==> src/rtl/cpu_bus_arbiter.sv <==
// cpu_bus_arbiter: registered N-port arbiter onto a single-outstanding bus.
// A winner is chosen in IDLE (round-robin or fixed priority), its command is
// latched into the bus outputs, and the transaction stays ACTIVE until the bus
// reports ready or the optional timeout expires. Completion is reported to the
// granted port combinationally in the cycle the bus answers.
module cpu_bus_arbiter #(
  parameter int               PORTS          = 3,
  parameter int               ADDR_WIDTH     = 32,
  parameter int               DATA_WIDTH     = 32,
  parameter int               ROUND_ROBIN    = 1,
  parameter logic [PORTS-1:0] READ_ONLY_MASK = {PORTS{1'b0}},
  parameter int               TIMEOUT        = 0
) (
  input  logic                          i_clock,
  input  logic                          i_reset,
  output logic                          o_bus_rw,
  output logic                          o_bus_request,
  input  logic                          i_bus_ready,
  output logic [ADDR_WIDTH-1:0]         o_bus_address,
  input  logic [DATA_WIDTH-1:0]         i_bus_rdata,
  output logic [DATA_WIDTH-1:0]         o_bus_wdata,
  input  logic [PORTS-1:0]              i_port_request,
  input  logic [PORTS-1:0]              i_port_rw,
  input  logic [PORTS*ADDR_WIDTH-1:0]   i_port_address,
  input  logic [PORTS*DATA_WIDTH-1:0]   i_port_wdata,
  output logic [PORTS-1:0]              o_port_ready,
  output logic [PORTS-1:0]              o_port_error,
  output logic [DATA_WIDTH-1:0]         o_port_rdata,
  output logic                          o_grant_valid,
  output logic [$clog2(PORTS)-1:0]      o_grant
);

  localparam int              GW          = $clog2(PORTS);
  localparam int              CW          = (TIMEOUT > 0) ? $clog2(TIMEOUT + 1) : 1;
  localparam logic [GW-1:0]   LAST_INIT   = GW'(PORTS - 1);
  localparam logic [CW-1:0]   TIMEOUT_CNT = CW'(TIMEOUT);
  localparam logic            TIMEOUT_EN  = (TIMEOUT > 0) ? 1'b1 : 1'b0;

  typedef enum logic {
    ST_IDLE   = 1'b0,
    ST_ACTIVE = 1'b1
  } state_t;

  state_t                 state_r;
  state_t                 state_nxt_s;
  logic [GW-1:0]          grant_r;
  logic [GW-1:0]          last_r;
  logic [CW-1:0]          cnt_r;
  logic                   bus_request_r;
  logic                   bus_rw_r;
  logic [ADDR_WIDTH-1:0]  bus_address_r;
  logic [DATA_WIDTH-1:0]  bus_wdata_r;

  logic [GW-1:0]          idx_s;
  logic                   hit_s;
  logic [GW-1:0]          win_s;
  logic                   win_found_s;
  logic                   load_s;
  logic                   done_s;
  logic                   timeout_s;
  logic [PORTS-1:0]       port_ready_s;
  logic [PORTS-1:0]       port_error_s;

  // Winner search: fixed order from port 0, or rotating order starting after the last winner.
  always_comb begin
    idx_s       = '0;
    hit_s       = 1'b0;
    win_s       = '0;
    win_found_s = 1'b0;
    for (int i = 0; i < PORTS; i++) begin
      idx_s       = (ROUND_ROBIN != 0) ? GW'((int'(last_r) + 1 + i) % PORTS) : GW'(i);
      hit_s       = ~win_found_s & i_port_request[idx_s];
      win_s       = hit_s ? idx_s : win_s;
      win_found_s = win_found_s | hit_s;
    end
  end

  // State register.
  always_ff @(posedge i_clock) begin
    if (i_reset) begin
      state_r <= ST_IDLE;
    end else begin
      state_r <= state_nxt_s;
    end
  end

  // Next state plus completion/timeout decode for the granted port.
  always_comb begin
    state_nxt_s  = state_r;
    load_s       = 1'b0;
    done_s       = 1'b0;
    timeout_s    = 1'b0;
    port_ready_s = '0;
    port_error_s = '0;
    case (state_r)
      ST_IDLE: begin
        if (win_found_s) begin
          state_nxt_s = ST_ACTIVE;
          load_s      = 1'b1;
        end else begin
          state_nxt_s = ST_IDLE;
        end
      end
      ST_ACTIVE: begin
        timeout_s = TIMEOUT_EN & (cnt_r == TIMEOUT_CNT);
        if (i_bus_ready) begin
          // A port that dropped its request still lets the bus cycle finish, but sees no ready.
          port_ready_s[grant_r] = i_port_request[grant_r];
          done_s                = 1'b1;
          state_nxt_s           = ST_IDLE;
        end else if (timeout_s) begin
          port_ready_s[grant_r] = 1'b1;
          port_error_s[grant_r] = 1'b1;
          done_s                = 1'b1;
          state_nxt_s           = ST_IDLE;
        end else begin
          state_nxt_s = ST_ACTIVE;
        end
      end
      default: begin
        state_nxt_s = ST_IDLE;
      end
    endcase
  end

  // Command latch, grant/last pointers and the stall counter.
  always_ff @(posedge i_clock) begin
    if (i_reset) begin
      bus_request_r <= 1'b0;
      bus_rw_r      <= 1'b0;
      bus_address_r <= '0;
      bus_wdata_r   <= '0;
      grant_r       <= '0;
      last_r        <= LAST_INIT;
      cnt_r         <= '0;
    end else if (load_s) begin
      bus_request_r <= 1'b1;
      bus_rw_r      <= i_port_rw[win_s] & ~READ_ONLY_MASK[win_s];
      bus_address_r <= i_port_address[win_s*ADDR_WIDTH +: ADDR_WIDTH];
      bus_wdata_r   <= i_port_wdata[win_s*DATA_WIDTH +: DATA_WIDTH];
      grant_r       <= win_s;
      cnt_r         <= '0;
    end else if (done_s) begin
      bus_request_r <= 1'b0;
      last_r        <= grant_r;
      cnt_r         <= '0;
    end else if ((state_r == ST_ACTIVE) && (cnt_r != TIMEOUT_CNT)) begin
      cnt_r <= cnt_r + CW'(1);
    end else begin
      cnt_r <= cnt_r;
    end
  end

  // A reset cycle never reports a completion for the abandoned transaction.
  assign o_port_ready  = port_ready_s & ~{PORTS{i_reset}};
  assign o_port_error  = port_error_s & ~{PORTS{i_reset}};
  assign o_port_rdata  = i_bus_rdata;
  assign o_bus_request = bus_request_r;
  assign o_bus_rw      = bus_rw_r;
  assign o_bus_address = bus_address_r;
  assign o_bus_wdata   = bus_wdata_r;
  assign o_grant_valid = (state_r == ST_ACTIVE);
  assign o_grant       = grant_r;

endmodule

==> config.mk <==
export PLATFORM = sky130hd
export DESIGN_NAME = cpu_bus_arbiter
export DESIGN_NICKNAME = d
export VERILOG_FILES = /design/src/rtl/cpu_bus_arbiter.sv
export SDC_FILE = /design/constraint.sdc
export NUM_CORES = 1
export LEC_CHECK = 0
export CORE_AREA = 2 2 134 136
export CTS_BUF_LIST = sky130_fd_sc_hd__clkbuf_16
export CTS_CLUSTER_DIAMETER = 100
export DETAILED_ROUTE_END_ITERATION = 12
export DIE_AREA = 0 0 136 138
export PLACE_DENSITY = 0.73
export REMOVE_ABC_BUFFERS = 1
export SLEW_MARGIN = 0
export SYNTH_ARGS = -nofsm -noshare
export SYNTH_HDL_FRONTEND = slang
export SYNTH_SLANG_ARGS = --single-unit
==> constraint.sdc <==
create_clock -name i_clock -period 2.05 [get_ports i_clock]
set_input_delay 0.205 -clock i_clock [delete_from_list [all_inputs] [get_ports i_clock]]
set_output_delay 0.205 -clock i_clock [all_outputs]
set_load 0.005 [all_outputs]
==> results_dict.tcl, run 1 <==
set metrics [dict create \
    cts.root.buffer_cell "clkbuf_16" \
    numCtsBuffers 9 \
    violations "negative setup slack" \
    routedWlPerCell_um 19.0 \
    antenna_found_initial 0 \
    finish.net_count 966 \
    synth.yosys.seq_area_share_pct 32.3 \
    first_global_vias 4854 \
    rows 49 \
    post_route_cells_drive_above_1_share_pct 14.4 \
    synth.lib_cells_used.distinct 38 \
    upper_clock_frequency_limit_mhz 458 \
    cp-end-kind "flip-flop" \
    initialDrtViolationCount 227 \
    grt_max_degree 55 \
    setup_viol_count_final 68 \
    total_grt_overflow 0 \
    swShare_pct 29.5 \
    yosys_warnings 0 \
    wl_um 18300 \
    sequentialPowerShare_pct 31.0 \
    timing.final.crit_share_pct 107 \
    hold-worst-slack_ps 314 \
    total_switching_power_uw 1650 \
    grt_setup_unrepaired "true" \
    maximum_fanout_along_the_worst_path 8 \
    setup.worst_path.class "flip-flop to flip-flop" \
    cts_tree "yes" \
    place_hpwl_um 12500 \
    die_width_um 136 \
    drv_slew 0 \
    worstPathRequired_ps 2300 \
    initial_utilization_pct 25.1 \
    drt_pass1_iterations 5 \
    part_of_the_power_in_combinational_logic_pct 41.7 \
    routed_via_density 4.95 \
    holdCritPathClass "input port to flip-flop" \
    post_synth_inst_count 475 \
    post_placement_worst_setup_slack_ps -319 \
    number_of_antenna_diodes 0 \
    fin_crit_ps 2180 \
    synth_ff_type "dfxtp_1" \
    vias 4767 \
    core_area_um2 17500 \
    worst_ep_arrival_time_ps 2430 \
    synth-edff-count 0 \
    synthesis.area_per_instance_um2 9.27 \
    fin_skew_ps 6.49 \
    die_height_um 138 \
    gpl.final_weighted_congestion 0.831 \
    critPathLaunchType "flip-flop" \
    area_delta_synth_final_pct 83.6 \
    power_report.internal_total_uw 3930 \
    numClockSinks 71 \
    pin_count 340 \
    nFillCells 1677 \
    die_area_um2 18800 \
    post-route-worst-setup-slack_ps -134 \
    status "finished, violations left" \
    cts.clk_slew.worst_paths_ps 60 \
    timing.final.hold_violations 0 \
    cap_violations 0 \
    power_leakage_uw 0.00300 \
    power_frac_clock_pct 27.4 \
    clock_latency_ps 330 \
    clockBufferDepth 2 \
    postSynthRegisterBits 71 \
    final_antenna_net_count 0 \
    drt_drc_violations_left 0 \
    power_density_nw_per_um2 689 \
    clock_tree.htree_level_count 3 \
    vdd.ir_drop.worst_mv 0.402 \
    ys_async_sr_fraction_pct 0 \
    synth_area_um2 4400 \
    buffers_added_on_ports 272 \
    grt_use_total_pct 18.4 \
    grt_pass1_wl_um 26600 \
]
-- logic make-up (layout without fill, tap and decap cells) --
kind of cell               after synthesis  in the layout  synth area share, %
and+or+nand+nor                        157            157                 22.1
other                                    1              3               0.0851
DFF                                     71             71                 32.3
muxes                                   70             70                 16.3
adders and majority gates                4              4                 1.14
AOI/OAI and AO/OA                       84             84                 14.5
buffers and inverters                   88            345                 13.6
-- placed cells by master (no fill, tap or decap), types with 3 or more instances in the layout --
cell type | Yosys | routed
clkinv_2 | 0 | 3
ha_4 | 0 | 3
mux2i_2 | 0 | 15
nor4_1 | 3 | 3
mux2i_1 | 68 | 44
buf_4 | 41 | 29
o211ai_1 | 65 | 65
nand3b_1 | 68 | 68
o21ai_1 | 3 | 4
dfxtp_1 | 71 | 69
buf_12 | 0 | 8
clkdlybuf4s50_1 | 0 | 271
nand3_1 | 67 | 67
nand2_1 | 6 | 6
buf_16 | 0 | 6
conb_1 | 1 | 3
inv_1 | 6 | 6
buf_6 | 13 | 4
clkbuf_16 | 0 | 13
mux2i_4 | 1 | 10
-- layer usage --
metal	wire (µm)	share of wire (%)	global-route usage, %	vias to the layer above
met5	68	0.37	2.65	-
met4	429	2.3	5.59	2
met3	1870	10	7.70	31
met2	8670	47	30.2	263
met1	7250	40	21.6	2228
li1	-	-	-	2243
-- worst paths after layout --
check / startpoint / end / slack [ps] / cells after the start
worst max-delay path: last_r[0] / o_bus_address[13] / -130 / 9
worst min-delay path: i_reset / o_grant[1] / 310 / 2
worst max register to register: last_r[0] / o_bus_address[13] / -130 / 9
worst min register to register: o_bus_request / o_bus_request / 470 / 2
-- area by class of cell --
cell class	instances	area, µm²	area share [%]
Timing Repair Buffer	323	3410	42.1
Multi-Input combinational cell	318	2660	32.9
Sequential cell	71	1430	17.6
Tap cell	229	287	3.54
Clock buffer	9	225	2.79
Clock inverter	7	56.3	0.696
Inverter	6	22.5	0.279
-- power groups by stage --
| stage | logic (µW) | registers [µW] | clock network (µW) |
|---|---|---|---|
| 2_1_floorplan | 768 | 1760 | 0 |
| 3_3_place_gp | 1940 | 1740 | 0 |
| 3_5_place_dp | 1950 | 1750 | 0 |
| 4_1_cts | 2220 | 1730 | 1570 |
| 5_1_grt | 2470 | 1750 | 1610 |
| 6_report | 2320 | 1730 | 1530 |
-- what timing repair did --
item / 4_1_cts / 5_1_grt
hold buffers: 0 / 0
setup endpoints to repair: 68 / 68
gates cloned: 5 / 4
buffers inserted: 11 / 1
pin swaps: 9 / 20
gates resized for setup: 39 / 22
-- state kept, by name, summed over array words and instances (netlist names) --
signal and cells:
o_bus_wdata 32, last_r 2, o_grant_valid 1, o_bus_address 32
o_bus_rw 1, o_grant 2, o_bus_request 1
-- through the flow --
| step | setup TNS, ps | area (µm²) | cells | util (%) | total power (µW) |
|---|---|---|---|---|---|
| finish | -5020 | 8090 | 963 | 46.1 | 5570 |
| global route | -11410 | 8090 | 963 | 46.1 | 5830 |
| CTS | -4560 | 7920 | 960 | 45.2 | 5510 |
| detailed placement | -18730 | 7230 | 929 | 41.2 | 3700 |
| global placement | -12630 | 7230 | 929 | 41.2 | 3680 |
| floorplan | -277390 | 3840 | 395 | - | 2530 |
-- synthesized netlist by cell type, types with 4 or more instances --
| cell | instances | area [µm²] |
|---|---|---|
| dfxtp_1 | 71 | 1420 |
| mux2i_1 | 68 | 681 |
| nand3b_1 | 68 | 510 |
| nand3_1 | 67 | 335 |
| o211ai_1 | 65 | 488 |
| buf_4 | 41 | 308 |
| clkbuf_1 | 15 | 56.3 |
| buf_2 | 13 | 65.1 |
| buf_6 | 13 | 146 |
| inv_1 | 6 | 22.5 |
| nand2_1 | 6 | 22.5 |
| ha_1 | 4 | 50.1 |
-- critical path: stages, from the launching register on --
cell and delay (ps):
dfxtp_2 350, inv_2 60, ha_4 280, and3b_1 170, a311o_1 360, o2bb2ai_4 170
buf_12 180, buf_16 160, mux2i_4 190, o211ai_1 180
No activity file was read; power rests on OpenSTA's default activity.
==> inputs of run 2 (changes only) <==
PLACE_DENSITY = 0.76   (was 0.73)
SKIP_LAST_GASP = 1   (was unset)
==> results_dict.tcl, run 2 (synthesis gave the netlist of run 1 again) <==
set metrics [dict create \
    cap_violations 0 \
    final_antenna_net_count 0 \
    post_route_cells_drive_above_1_share_pct 15.1 \
    setup.worst_path.start "last_r[0]" \
    finish.net_count 982 \
    timing.final.hold_violations 0 \
    maximum_fanout_along_the_worst_path 8 \
    final_instance_area_um2 8280 \
    holdCritPathClass "input port to flip-flop" \
    gpl.final_weighted_congestion 0.833 \
    power_report.internal_total_uw 3870 \
    reg2reg_from "last_r[0]" \
    setup.worst_path.class "flip-flop to flip-flop" \
    fin_crit_ps 2180 \
    power_density_nw_per_um2 673 \
    timing.final.crit_share_pct 106 \
    power_leakage_uw 0.00317 \
    fin_skew_ps 7.15 \
    fin_tns_setup_ps -4660 \
    post_placement_worst_setup_slack_ps -253 \
    worst_setup_path_endpoint "o_bus_wdata[10]" \
    vdd.ir_drop.worst_mv 0.346 \
    setup.reg_to_reg.worst_slack_ps -130 \
    clock_tree.htree_level_count 3 \
    worstPathRequired_ps 2300 \
    layout.cells.most_common_list "270 x clkdlybuf4s50_1, 69 x dfxtp_1, 68 x nand3b_1" \
    most_common_library_cell_in_the_layout_ignoring_fill_and_taps "clkdlybuf4s50_1" \
    setup_viol_count_final 64 \
    status "finished, violations left" \
    swShare_pct 30.5 \
    placed_cells 932 \
    sequentialPowerShare_pct 30.9 \
    initial_utilization_pct 25.1 \
    initialDrtViolationCount 213 \
    drt_drc_violations_left 0 \
    place_hpwl_um 12800 \
    grt_max_degree 38 \
    clock_latency_ps 340 \
    utilization_pct 47.2 \
    critical-path-top-delay-family "compound AO/OA/AOI/OAI gates" \
    critical_path.n_buffers_inverters 3 \
    upper_clock_frequency_limit_mhz 460 \
    area_delta_synth_final_pct 88.0 \
    cell_area_reported_after_detailed_placement_um2 7280 \
    power_frac_clock_pct 25.7 \
    die_area_um2 18800 \
    cpPeakStageDelay_ps 380 \
    rr_endpoint "o_bus_wdata[10]" \
    clockBufferDepth 2 \
    buffers_added_on_ports 272 \
    nFillCells 1660 \
    cp-end-kind "flip-flop" \
    final_cell_count_no_fill 979 \
    core_area_um2 17500 \
    grt_pass1_wl_um 26700 \
    die_width_um 136 \
    drv_slew 0 \
    total_grt_overflow 0 \
    routed_via_density 4.99 \
    antenna_found_initial 0 \
    rows 49 \
    violations "negative setup slack" \
    critPathLaunchType "flip-flop" \
    pin_count 340 \
    first_global_vias 4759 \
    drt_pass1_iterations 5 \
    numClockSinks 71 \
    timing.critical_path.cells "inv_4 > ha_4 > nand3b_1 > o21a_1 > a311oi_4 > buf_6 > nand2b_4 > buf_12 > o211ai_1" \
    vias 4882 \
    grt_use_total_pct 18.3 \
    routedWlPerCell_um 20.1 \
    reg2regPathDepth 9 \
    part_of_the_power_in_combinational_logic_pct 43.4 \
    grt_setup_unrepaired "true" \
    timing.critical_path.depth 9 \
    total_switching_power_uw 1700 \
    worst_path_max_delay_cell "dfxtp_4" \
    number_of_antenna_diodes 0 \
    cts.root.buffer_cell "clkbuf_16" \
    post-route-worst-setup-slack_ps -125 \
    worst_ep_arrival_time_ps 2420 \
    numCtsBuffers 9 \
    cts.clk_slew.worst_paths_ps 60 \
    die_height_um 138 \
    cts_tree "yes" \
    wl_um 19700 \
]
-- run 2: what timing repair did --
item | 4_1_cts | 5_1_grt
gates cloned | 4 | 16
gates resized for setup | 28 | 31
setup buffers | 11 | 5
setup endpoints to repair | 67 | 69
hold endpoints to repair | 0 | 0
hold buffers | 0 | 0
pin swaps | 4 | 44
-- run 2: worst min-delay path by stage --
stage / end / startpoint / slack (ps) / cells past startpoint
4_1_cts: o_grant[1] / i_reset / 290 / 2
5_1_grt: o_grant[1] / i_reset / 300 / 2
6_report: o_grant[1] / i_reset / 300 / 2
3_3_place_gp: o_port_rdata[7] / i_bus_rdata[7] / 410 / 0
3_5_place_dp: o_port_rdata[7] / i_bus_rdata[7] / 410 / 0
2_1_floorplan: last_r[0] / i_reset / 270 / 1
-- run 2: final cells by class --
type | instances | area (µm²) | share of cell area [%]
clock buffers | 9 | 225 | 2.72
flip-flops and latches | 71 | 1430 | 17.3
clock inverters | 7 | 41.3 | 0.499
repair buffers | 338 | 3660 | 44.2
well taps | 229 | 287 | 3.46
multi-input cells | 319 | 2620 | 31.6
inverters | 6 | 25.0 | 0.302
-- run 2: stage by stage --
| stage | total power, µW | hold slack, ps |
|---|---|---|
| 5_1_grt | 5830 | 301 |
| 4_1_cts | 5360 | 294 |
| 2_1_floorplan | 2530 | 274 |
| 6_report | 5570 | 299 |
| 3_3_place_gp | 3690 | 410 |
| 3_5_place_dp | 3710 | 410 |
-- run 2: power groups by stage --
stage | Clock, µW | Combinational (µW) | Sequential (µW)
after CTS | 1480 | 2160 | 1720
after global placement | 0 | 1950 | 1740
after global routing | 1540 | 2550 | 1750
after floorplan | 0 | 768 | 1760
final | 1430 | 2420 | 1720
after detailed placement | 0 | 1960 | 1750
-- run 2: metal layers --
metal  global-route usage (%)  share of wire [%]  vias to the layer above
li1                         -                  -                     2286
met1                     21.3                 39                     2295
met2                     29.6                 48                      267
met3                     8.21                 11                       32
met4                     6.20                2.1                        2
met5                     2.91               0.35                        -
==> inputs of run 3 (changes only) <==
==> constraint.sdc (replaced) <==
create_clock -name i_clock -period 2.05 [get_ports i_clock]
set_input_delay 0.205 -clock i_clock [delete_from_list [all_inputs] [get_ports i_clock]]
set_output_delay 0.205 -clock i_clock [all_outputs]
set_load 0.02 [all_outputs]
==> results_dict.tcl, run 3 (synthesis gave the netlist of run 1 again) <==
set metrics [dict create \
    status "finished, violations left" \
    violations "negative setup slack" \
    core_area_um2 17500 \
    critPathLaunchType "flip-flop" \
    final_antenna_net_count 0 \
    fin_skew_ps 7.38 \
    setup.worst_path.class "flip-flop to flip-flop" \
    drv_slew 0 \
    initial_utilization_pct 25.1 \
    gpl.final_weighted_congestion 0.822 \
    place_hpwl_um 12800 \
    total_grt_overflow 0 \
    wl_um 19100 \
    cap_violations 0 \
    numCtsBuffers 9 \
    combined_flip_flop_and_latch_cell_area_um2 1430 \
    grt_max_degree 54 \
    finish.net_count 979 \
    buffers_added_on_ports 272 \
    holdCritPathClass "input port to flip-flop" \
    setup_viol_count_final 65 \
    worst_ep_arrival_time_ps 2430 \
    die_height_um 138 \
    grt_use_total_pct 19.1 \
    area_delta_synth_final_pct 85.8 \
    worst_path_max_delay_cell "dfxtp_4" \
    post-route-worst-setup-slack_ps -160 \
    final_cell_count_no_fill 977 \
    rows 49 \
    cp-end-kind "flip-flop" \
    placed_cells 931 \
    timing.final.hold_violations 0 \
    grt_setup_unrepaired "true" \
    hold-worst-slack_ps 394 \
    power_report.internal_total_uw 4050 \
    worstPathRequired_ps 2270 \
    vdd.ir_drop.worst_mv 0.425 \
    routed_via_density 4.98 \
    die_width_um 136 \
    routedWlPerCell_um 19.6 \
    fin_crit_ps 2210 \
    upper_clock_frequency_limit_mhz 452 \
    utilization_pct 46.7 \
    nFillCells 1700 \
    power_frac_clock_pct 28.3 \
    sequentialPowerShare_pct 28.9 \
    swShare_pct 31.9 \
    most_common_library_cell_in_the_layout_ignoring_fill_and_taps "clkdlybuf4s50_1" \
    layout.cells.most_common_list "269 x clkdlybuf4s50_1, 69 x dfxtp_1, 68 x nand3b_1" \
    timing.final.crit_share_pct 108 \
    part_of_the_power_in_combinational_logic_pct 42.8 \
    total_power_uw 5960 \
    power_leakage_uw 0.00316 \
    cts_tree "yes" \
    pin_count 340 \
    initialDrtViolationCount 283 \
    drt_drc_violations_left 0 \
    numClockSinks 71 \
    die_area_um2 18800 \
    maximum_fanout_along_the_worst_path 7 \
    timing.critical_path.cells "buf_6 > ha_4 > mux2i_4 > buf_4 > o21ai_2 > o32ai_4 > nand2b_4 > buf_12 > clkbuf_16 > o211ai_1" \
    cpPeakStageDelay_ps 370 \
    total_switching_power_uw 1900 \
    vias 4863 \
    fin_tns_setup_ps -7640 \
    clockBufferDepth 2 \
    antenna_found_initial 1 \
    post_route_cells_drive_above_1_share_pct 14.3 \
    cts.clk_slew.worst_paths_ps 60 \
    grt_pass1_wl_um 27300 \
    first_global_vias 4933 \
    cts.root.buffer_cell "clkbuf_16" \
    clock_tree.htree_level_count 3 \
    multi_input_area_um2 2550 \
    power_density_nw_per_um2 728 \
    drt_pass1_iterations 5 \
    clock_latency_ps 340 \
]
-- run 3: cell types whose count changed in the layout (fill, tap and decap cells not counted), moves of 3 or more --
cell | before | now
mux2i_4 | 8 | 2
mux2i_2 | 3 | 6
mux2i_1 | 58 | 61
clkbuf_16 | 20 | 12
buf_6 | 8 | 12
-- run 3: layout make-up --
class	instances	area share (%)
tap	229	3.50
sequential	71	17.5
clock buffer	9	2.75
multi-input combinational	318	31.1
inverter	6	0.336
clock inverter	7	1.09
timing repair buffer	336	43.7
antenna	1	0.0306
-- run 3: power groups by stage --
stage	combinational [µW]	clock (µW)	sequential [µW]
after floorplan	772	0	2010
after global placement	2190	0	1740
after detailed placement	2200	0	1750
after CTS	2500	1730	1720
after global routing	2680	1780	1750
final	2550	1680	1720
-- run 3: per-stage QoR --
stage | instance area, µm² | worst slack (ps)
after floorplan | 3840 | -4240
after global placement | 7260 | -210
after detailed placement | 7260 | -261
after CTS | 8040 | -109
after global routing | 8180 | -234
final | 8180 | -160
-- run 3: worst max-delay path, delay by kind of cell (launching register included) --
kind	cells	cell delay, ps
buf+inv	4	510
compound gates	3	440
flops	1	370
simple gates	1	290
mux	1	270
fa+ha+maj	1	200
-- run 3: repair_timing --
action,in CTS,in global routing
setup endpoints to repair,69,69
gates cloned,8,3
hold buffers,0,0
buffers inserted,17,6
pin swaps,13,17
gates resized for setup,41,20
-- run 3: routing by layer --
metal  GRT usage, %  vias up  part of all wire (%)
met5           2.91        -                  0.36
met4           7.46        2                   2.2
met3           8.54       35                    11
met2           31.5      278                    49
met1           21.2     2277                    37
li1               -     2271                     -
-- run 3: worst paths after layout --
check | from | endpoint | slack [ps] | cells after the start
hold reg to reg | o_bus_request | o_bus_request | 500 | 2
hold / removal | i_reset | o_grant[1] | 390 | 3
setup reg to reg | last_r[0] | o_bus_wdata[0] | -160 | 10
setup / recovery | last_r[0] | o_bus_wdata[0] | -160 | 10
